==> config.mk <==
export PLATFORM = sky130hd
export DESIGN_NAME = result_ascii_encoder
export DESIGN_NICKNAME = d
export VERILOG_FILES = /design/src/rtl/result_ascii_encoder.sv
export SDC_FILE = /design/constraint.sdc
export NUM_CORES = 1
export LEC_CHECK = 0
export ABC_CLOCK_PERIOD_IN_PS = 4280
export CAP_MARGIN = 20
export CORE_MARGIN = 5
export CORE_UTILIZATION = 49
export CTS_CLUSTER_SIZE = 10
export DETAILED_ROUTE_END_ITERATION = 10
export PLACE_DENSITY_LB_ADDON = 0.15
export SYNTH_ARGS = -nofsm -noshare
export SYNTH_HDL_FRONTEND = slang
export SYNTH_SLANG_ARGS = --single-unit
==> constraint.sdc <==
create_clock -name clk -period 4.28 [get_ports clk]
set_clock_uncertainty 0.05 [all_clocks]
set_input_delay 0.856 -clock clk [delete_from_list [all_inputs] [get_ports clk]]
set_output_delay 0.856 -clock clk [all_outputs]
set_load 0.02 [all_outputs]
==> src/rtl/result_ascii_encoder.sv <==
`default_nettype none
// ============================================================================
// Module   : result_ascii_encoder
// Brief    : Signed 32-bit ALU result to ASCII decimal byte stream (UART TX).
// Revision : 1.0 - initial release
// ============================================================================

module result_ascii_encoder #(
   parameter logic [7:0] TERM_CHAR = 8'h20
) (
   input  logic        clk,
   input  logic        n_rst,
   input  logic        alu_done,
   input  logic [31:0] calc_res,
   output logic [7:0]  tx_data,
   output logic        uout_valid
);

   localparam logic [2:0] c_IDLE  = 3'd0;
   localparam logic [2:0] c_CONV  = 3'd1;
   localparam logic [2:0] c_SIGN  = 3'd2;
   localparam logic [2:0] c_DIGIT = 3'd3;
   localparam logic [2:0] c_TERM  = 3'd4;

   localparam logic [5:0] c_CONV_STEPS = 6'd32;
   localparam logic [7:0] c_MINUS      = 8'h2D;
   localparam logic [7:0] c_ZERO       = 8'h30;

   logic [2:0]  r_state;
   logic [2:0]  w_state_nxt;
   logic        r_done_q;
   logic        r_sign;
   logic [31:0] r_mag;
   logic [39:0] r_bcd;
   logic [5:0]  r_cnt;
   logic [3:0]  r_idx;
   logic [3:0]  w_idx_nxt;
   logic [7:0]  r_tx_data;
   logic        r_valid;
   logic [7:0]  w_tx_nxt;
   logic        w_valid_nxt;

   logic        w_start;
   logic [39:0] w_adj;
   logic [3:0]  w_lead;
   logic [3:0]  w_digit;

   assign w_start = alu_done & ~r_done_q;

   // Double-dabble correction: any BCD nibble >= 5 gets +3 before the shift
   for (genvar gi = 0; gi < 10; gi++) begin : g_adj
      assign w_adj[gi*4 +: 4] = (r_bcd[gi*4 +: 4] >= 4'd5) ? (r_bcd[gi*4 +: 4] + 4'd3)
                                                          : r_bcd[gi*4 +: 4];
   end

   // Index of the most significant non-zero digit; zero value yields digit 0
   always_comb begin
      w_lead = 4'd0;
      for (int i = 0; i < 10; i++) begin
         if (r_bcd[i*4 +: 4] != 4'd0) begin
            w_lead = i[3:0];
         end
      end
   end

   always_comb begin
      w_digit = 4'd0;
      for (int i = 0; i < 10; i++) begin
         if (w_idx_nxt == i[3:0]) begin
            w_digit = r_bcd[i*4 +: 4];
         end
      end
   end

   // State register
   always_ff @(posedge clk) begin
      if (n_rst) begin
         r_state <= c_IDLE;
      end else begin
         r_state <= w_state_nxt;
      end
   end

   // Next-state logic, including the digit pointer for the byte about to go out
   always_comb begin
      w_state_nxt = r_state;
      w_idx_nxt   = r_idx;
      case (r_state)
         c_IDLE: begin
            if (w_start) begin
               w_state_nxt = c_CONV;
            end
         end
         c_CONV: begin
            if (r_cnt == c_CONV_STEPS) begin
               w_state_nxt = r_sign ? c_SIGN : c_DIGIT;
               w_idx_nxt   = w_lead;
            end
         end
         c_SIGN: begin
            w_state_nxt = c_DIGIT;
         end
         c_DIGIT: begin
            if (r_idx == 4'd0) begin
               w_state_nxt = c_TERM;
            end else begin
               w_idx_nxt = r_idx - 4'd1;
            end
         end
         c_TERM: begin
            w_state_nxt = c_IDLE;
         end
         default: begin
            w_state_nxt = c_IDLE;
         end
      endcase
   end

   // Output logic: byte registered on entry to each emitting state
   always_comb begin
      w_valid_nxt = 1'b0;
      w_tx_nxt    = r_tx_data;
      case (w_state_nxt)
         c_SIGN: begin
            w_valid_nxt = 1'b1;
            w_tx_nxt    = c_MINUS;
         end
         c_DIGIT: begin
            w_valid_nxt = 1'b1;
            w_tx_nxt    = c_ZERO + {4'h0, w_digit};
         end
         c_TERM: begin
            w_valid_nxt = 1'b1;
            w_tx_nxt    = TERM_CHAR;
         end
         default: begin
            w_valid_nxt = 1'b0;
         end
      endcase
   end

   always_ff @(posedge clk) begin
      if (n_rst) begin
         r_done_q  <= 1'b0;
         r_sign    <= 1'b0;
         r_mag     <= 32'd0;
         r_bcd     <= 40'd0;
         r_cnt     <= 6'd0;
         r_idx     <= 4'd0;
         r_tx_data <= 8'h00;
         r_valid   <= 1'b0;
      end else begin
         r_done_q  <= alu_done;
         r_idx     <= w_idx_nxt;
         r_tx_data <= w_tx_nxt;
         r_valid   <= w_valid_nxt;
         if ((r_state == c_IDLE) && w_start) begin
            r_sign <= calc_res[31];
            r_mag  <= calc_res[31] ? (~calc_res + 32'd1) : calc_res;
            r_bcd  <= 40'd0;
            r_cnt  <= 6'd0;
         end else if ((r_state == c_CONV) && (r_cnt != c_CONV_STEPS)) begin
            r_bcd <= {w_adj[38:0], r_mag[31]};
            r_mag <= {r_mag[30:0], 1'b0};
            r_cnt <= r_cnt + 6'd1;
         end
      end
   end

   assign tx_data    = r_tx_data;
   assign uout_valid = r_valid;

endmodule

`default_nettype wire

==> metrics.md, run 1 <==
| Metric | Value |
|---|---|
| Worst Setup Slack, final | `0.4804 ns` |
| Max Freq | `263.2 MHz` |
| Cell area after synthesis | `5874 um2` |
| Hold_sp | `r_mag[31]` |
| Clock transition at the registers of the reported paths | `0.06 ns` |
| Via density | `5.729` |
| First-pass GRT wire length | `24290 um` |
| Post-CTS Setup Inserts | `0` |
| Placeable Area | `11860 um2` |
| Period utilization | `88.78%` |
| Post-layout minimum cycle time | `3.800 ns` |
| Cts bufs inserted | `9` |
| Fillers | `1093` |
| Slew @ Worst Pin | `0.8649 ns` |
| DR WL/cell | `15.03 um` |
| Nets | `864` |
| IO buf count | `41` |
| Async S/R FF share, synth | `0%` |
| Syn Area/Cell | `7.551 um2` |
| Vias in the first global route | `5199` |
| Setup crit end kind | `flop` |
| Max cap viols | `0` |
| Reg-to-Reg End | `tx_data[1]` |
| Power density cells | `344.2 nW/um2` |
| Max H-tree Level | `3` |
| Initial Util | `49.53%` |
| IO Pins | `44` |
| GR Overflow Total | `0` |
| Maximum vdd drop | `203.1 uV` |
| Clk Latency, worst-skew pair | `0.35 ns` |
| Status | `completed` |
| Most frequent cells in the layout | `nand2_1, dfxtp_1, nor2_1` |
| Root buffer cell | `clkbuf_16` |
| Tot Pwr | `2365 uW` |
| Max-slew violation count | `0` |
| Worst r2r src | `r_bcd[21]` |
| Critical Path Fanout Max | `4` |
| Ys Warns | `0` |
| Crit path DAT | `4.01 ns` |
| Leak pwr | `0.002417 uW` |
| Commonest non-fill, non-tap cell in the layout | `nand2_1` |
| Worst endpoint required time | `4.49 ns` |
| Setup TNS | `0 ns` |
| # hold bufs at CTS | `0` |
| Register area share after synthesis | `32.03%` |
| Largest net degree at the start of global routing | `85` |
| Die area | `14280 um2` |
| FF-to-FF setup slack | `0.90 ns` |
| DP Worst Slack | `0.08824 ns` |
| Detailed Routing Iterations Pass 1 | `5` |
| DP HPWL | `10020 um` |
| Final setup vio count | `0` |
| Die Y | `119.5 um` |
| Longest Clk Path Bufs | `2` |
| Startpoint types | `primary input` |
| Initial antenna violation count | `0` |
| Via Count | `5460` |
| Layout cell share with drive strength beyond 1 | `6.576%` |
| # resized after CTS | `0` |
| Gr usage total | `20.24%` |
| CTS tree | `yes` |
| Util after Layout | `57.93%` |
| Ys flop type | `dfxtp_1` |
| Routed wire length | `14320 um` |
| Worst slew margin | `42.34%` |
| Post-Synthesis Cells | `778` |
| Final ANT Viol Nets | `0` |
| Worst setup path end | `r_mag[29]` |
| RSZ-0062 raised after global routing | `no` |
| Synth Register Bits | `94` |
| Number of synthesized flops with an enable pin | `0` |
| Area growth syn-to-layout | `16.98%` |
| Clk sinks | `94` |
| Initial DRC count | `330` |
| Worst min path class | `reg2reg` |
| GPL Wtd Cong | `0.8682` |
| Number of diodes | `0` |
| Crit Path Category | `in2reg` |
| Synth cell types | `58` |
| # DRC | `0` |
| Die W | `119.5 um` |
| Critical Path Start | `calc_res[12]` |
| Hold Vio Cnt, Final | `0` |
| Reg2reg path depth | `10` |
| Row cnt | `40` |
-- state kept, by name, indices dropped and copies added (netlist names) --
signal and flops:
r_bcd 40, r_mag 32, r_cnt 6, tx_data 6
r_idx 4, r_state 3, r_done_q 1, r_sign 1
uout_valid 1
-- area by class of cell --
type | count | area, um2 | area share, %
flip-flops and latches | 94 | 1882 | 27.39
inverters | 27 | 101.3 | 1.475
clock inverters | 6 | 180.2 | 2.622
well taps | 147 | 183.9 | 2.677
clock buffers | 10 | 239.0 | 3.478
multi-input cells | 614 | 3737 | 54.39
repair buffers | 55 | 548.0 | 7.975
-- report_power, final --
| part | total (uW) | leakage [uW] | internal, uW | switching (uW) |
|---|---|---|---|---|
| Sequential | 945 | 0.000765 | 915 | 29.9 |
| Combinational | 309 | 0.00145 | 130 | 179 |
| Clock | 1110 | 0.000203 | 764 | 347 |
| Total | 2370 | 0.00242 | 1810 | 556 |
-- worst min-delay path by stage --
stage | to | slack (ns) | cells after the start
detailed placement | r_bcd[0] | 0.39 | 2
global placement | r_bcd[0] | 0.39 | 2
finish | r_bcd[0] | 0.40 | 2
floorplan | r_bcd[0] | 0.38 | 2
global route | r_bcd[0] | 0.45 | 2
CTS | r_bcd[0] | 0.40 | 2
-- cells by family (layout without fill, tap and decap cells) --
group                    count (synthesis)  count (layout)  share of synthesized area [%]
AO/OA/AOI/OAI                          193             193                          21.36
XOR/XNOR                                42              42                          6.262
adder cells (fa/ha/maj)                 28              28                          5.964
buffers and inverters                   71              98                          4.792
flip-flops                              94              94                          32.03
multiplexers                            15              15                          2.556
other                                    1               2                        0.06384
AND/OR/NAND/NOR                        334             334                          26.96
-- cells in the mapped netlist, drive strengths merged (4+ instances only) --
library cell	instances	area [um2]
o31ai	9	67.56
nor3b	17	127.6
mux2i	15	150.1
inv	27	101.4
clkbuf	37	138.9
nor4	8	50.05
o21ai	42	210.2
nor3	5	25.02
a211oi	11	87.58
nand3	22	110.1
nor2	75	281.5
or4	6	60.05
and2	4	25.02
nand2	150	563.0
nor2b	6	37.54
or2	4	25.02
o41ai	6	60.06
dfxtp	94	1882
xnor2	39	341.6
buf	7	41.29
a311oi	31	271.5
a21oi	69	345.3
or3b	6	52.55
nand2b	14	87.58
ha	28	350.3
-- critical path: stages --
cell,delay [ns]
clkdlybuf4s50_1,0.47
or4_4,0.56
or4_4,0.45
or4_4,0.51
or4_4,0.45
o41ai_2,0.26
xnor2_1,0.16
nor2_1,0.06
a311oi_1,0.24
-- through the flow --
stage,cells,hold slack [ns],area [um2]
after global placement,936,0.3915,6425
after CTS,952,0.4026,6844
after global routing,953,0.4470,6872
final,953,0.4002,6872
after detailed placement,936,0.3926,6425
after floorplan,779,0.3821,5878
-- metal layers --
layer / vias up / share of wire (%) / GRT usage [%]
met1: 2552 / 46 / 25.46
met5: - / 0 / 0
met2: 98 / 49 / 35.24
li1: 2787 / - / -
met3: 23 / 3.1 / 2.686
met4: 0 / 2.0 / 7.731
(Power assumes the default switching activity.)
==> run 2, diff against run 1 <==
--- a/config.mk
+++ b/config.mk
@@ -11,7 +11,8 @@
 export CORE_UTILIZATION = 49
 export CTS_CLUSTER_SIZE = 10
 export DETAILED_ROUTE_END_ITERATION = 10
-export PLACE_DENSITY_LB_ADDON = 0.15
+export PLACE_DENSITY_LB_ADDON = 0.12
+export SKIP_CTS_REPAIR_TIMING = 1
 export SYNTH_ARGS = -nofsm -noshare
 export SYNTH_HDL_FRONTEND = slang
 export SYNTH_SLANG_ARGS = --single-unit
==> run 2 against run 1 <==
Utilization is 1.4 points lower. Largest power group is now sequential cells. Flip-flop and latch count stayed put. Combinational power is 2% lower. Final cell count is 0.52% lower. Sequential share of layout area is 0.68 points higher. Clock power is 23% lower. Via count is 1.1% higher. Critical endpoint unchanged. Register-to-register slack worse by 0.09 ns. Sequential power hardly changed. First-iteration DRC count is 3.9% higher.
==> metrics.md, run 2 (synthesized netlist as in run 1, its figures left out) <==
| Metric | Value |
|---|---|
| Worst endpoint required time | `4.47 ns (-0.02 ns)` |
| Setup TNS | `0 ns (unchanged)` |
| Die area | `14280 um2 (unchanged)` |
| P_sw | `542.8 uW (-2.3%)` |
| Initial Util | `49.53% (unchanged)` |
| DP Worst Slack | `0.09915 ns (+0.01091 ns)` |
| Max Freq | `260.0 MHz (-1.2%)` |
| Period utilization | `89.85% (+1.1 points)` |
| Startpoint types | `primary input` |
| Crit Path Category | `in2reg` |
| Via Count | `5519 (+1.1%)` |
| Largest net degree at the start of global routing | `49 (-42%)` |
| Worst slew margin | `31.22% (-11 points)` |
| Max cap viols | `0 (unchanged)` |
| RSZ-0062 raised after global routing | `no` |
| Max-slew violation count | `0 (unchanged)` |
| Most flops, register | `r_bcd` |
| Initial DRC count | `343 (+3.9%)` |
| Commonest non-fill, non-tap cell in the layout | `nand2_1` |
| Leak pwr | `0.002338 uW (-3.3%)` |
| CTS tree | `yes` |
| Max H-tree Level | `3 (unchanged)` |
| Detailed Routing Iterations Pass 1 | `5 (unchanged)` |
| Clock power frac | `40.6% (-6.4 points)` |
| # DRC | `0 (unchanged)` |
| Die W | `119.5 um (unchanged)` |
| Int Power | `1560 uW (-14%)` |
| DR WL/cell | `15.21 um (+1.3%)` |
| Maximum vdd drop | `199.8 uV (-1.6%)` |
| Cts bufs inserted | `9 (unchanged)` |
| Vias in the first global route | `5258 (+1.1%)` |
| Row cnt | `40 (unchanged)` |
| Slew @ Worst Pin | `1.028 ns (+0.1636 ns)` |
| Nets | `861 (-0.35%)` |
| Sw Ratio | `25.81% (+2.3 points)` |
| Post-layout minimum cycle time | `3.846 ns (+0.04612 ns)` |
| Number of diodes | `0 (unchanged)` |
| Most used cell, CP | `or4_4` |
| Hold Vio Cnt, Final | `0 (unchanged)` |
| Root buffer cell | `clkbuf_16` |
| Initial antenna violation count | `0 (unchanged)` |
| DP HPWL | `10300 um (+2.8%)` |
| Status | `completed` |
| GR Overflow Total | `0 (unchanged)` |
| Fillers | `1157 (+5.9%)` |
| IO buf count | `41 (unchanged)` |
| Worst min path class | `reg2reg` |
| CP cell instances | `clkdlybuf4s50_1, or4_4, or4_4, or4_4, or4_4, o41ai_2, xnor2_1, nor2_1, a311oi_1` |
| Routed wire length | `14420 um (+0.72%)` |
| Met1 usage | `25.34% (-0.12 points)` |
| Most Crowded Layer GR | `met2` |
| Via density | `5.822 (+1.6%)` |
| CP max-delay cell | `or4_4` |
| Power density cells | `313.7 nW/um2 (-8.9%)` |
| Clk sinks | `94 (unchanged)` |
| Tot Pwr | `2103 uW (-11%)` |
| Gr usage total | `20.40% (+0.16 points)` |
| Final setup vio count | `0 (unchanged)` |
| Critical Path Fanout Max | `4 (unchanged)` |
| Setup crit end kind | `flop` |
| Logic pwr share | `14.4% (+1.3 points)` |
| Area growth syn-to-layout | `14.12%` |
| Layout cell share with drive strength beyond 1 | `6.117% (-0.46 points)` |
| M3 GR Usage | `4.288% (+1.6 points)` |
| Die Y | `119.5 um (unchanged)` |
| Regs by FF count | `r_bcd x40, r_mag x32` |
| Placeable Area | `11860 um2 (unchanged)` |
| First-pass GRT wire length | `24580 um (+1.2%)` |
| GPL Wtd Cong | `0.8875 (+2.2%)` |
| Clock transition at the registers of the reported paths | `0.06 ns (about the same)` |
| Longest Clk Path Bufs | `2 (unchanged)` |
| Sequential power share | `45.0% (+5.0 points)` |
| Clk Latency, worst-skew pair | `0.35 ns (about the same)` |
| IO Pins | `44 (unchanged)` |
| Grt met2 use | `34.07% (-1.2 points)` |
| Crit path DAT | `4.04 ns (+0.03 ns)` |
| Worst Setup Slack, final | `0.4343 ns (-0.04612 ns)` |
| Crit-path max cell delay | `0.56 ns (about the same)` |
| Most frequent cells in the layout | `nand2_1, dfxtp_1, nor2_1` |
| Final ANT Viol Nets | `0 (unchanged)` |
| Max FFs per register | `40 (unchanged)` |
==> run 2: cell count changes in the layout (fill, tap and decap cells not counted), sizes merged <==
cell	before	now
bufinv	6	2
clkinv	0	1
buf	14	12
clkdlybuf4s50	41	40
clkinvlp	0	1
==> run 2: worst max-delay path, delay by kind of cell <==
kind	cells	cell delay, ns
AOI/OAI and AO/OA	2	0.53
and+or+nand+nor	5	2.03
xor gates and xnor gates	1	0.15
buffers and inverters	1	0.47
==> run 2: final cells by class <==
cell class	instances	area, um2	area share [%]
flip-flops and latches	94	1882	28.07
well taps	147	183.9	2.744
clock inverters	4	72.57	1.082
repair buffers	52	488.0	7.279
clock buffers	10	239.0	3.565
inverters	27	101.3	1.512
multi-input cells	614	3737	55.75
==> run 2: path summary, 6_finish.rpt <==
kind	endpoint	cells past startpoint	startpoint	slack (ns)
hold reg to reg	tx_data[4]	2	tx_data[4]	0.41
setup / recovery	r_mag[29]	9	calc_res[12]	0.43
hold / removal	tx_data[4]	2	tx_data[4]	0.41
setup reg to reg	tx_data[0]	8	r_cnt[2]	0.81
==> run 2: per-layer routing <==
layer / part of all wire [%] / wire [um]
met3: 4.1 / 585
met5: 0 / 0
met1: 45 / 6449
met2: 48 / 6994
met4: 2.7 / 393
==> run 2: power groups by stage <==
| stage | logic (uW) | clock network, uW | registers [uW] |
|---|---|---|---|
| final | 303 | 854 | 946 |
| after global routing | 341 | 918 | 951 |
| after CTS | 305 | 879 | 945 |
| after detailed placement | 304 | 0 | 964 |
| after global placement | 296 | 0 | 963 |
| after floorplan | 211 | 0 | 956 |
==> run 2: metrics by stage <==
step / instances / hold WS [ns] / utilization [%] / cell area (um2)
after floorplan: 779 / 0.3821 / - / 5878
after detailed placement: 934 / 0.4031 / 53.89 / 6392
final: 948 / 0.4104 / 56.52 / 6704
after global routing: 948 / 0.4406 / 56.52 / 6704
after CTS: 948 / 0.4148 / 56.52 / 6704
after global placement: 934 / 0.3915 / 53.89 / 6392
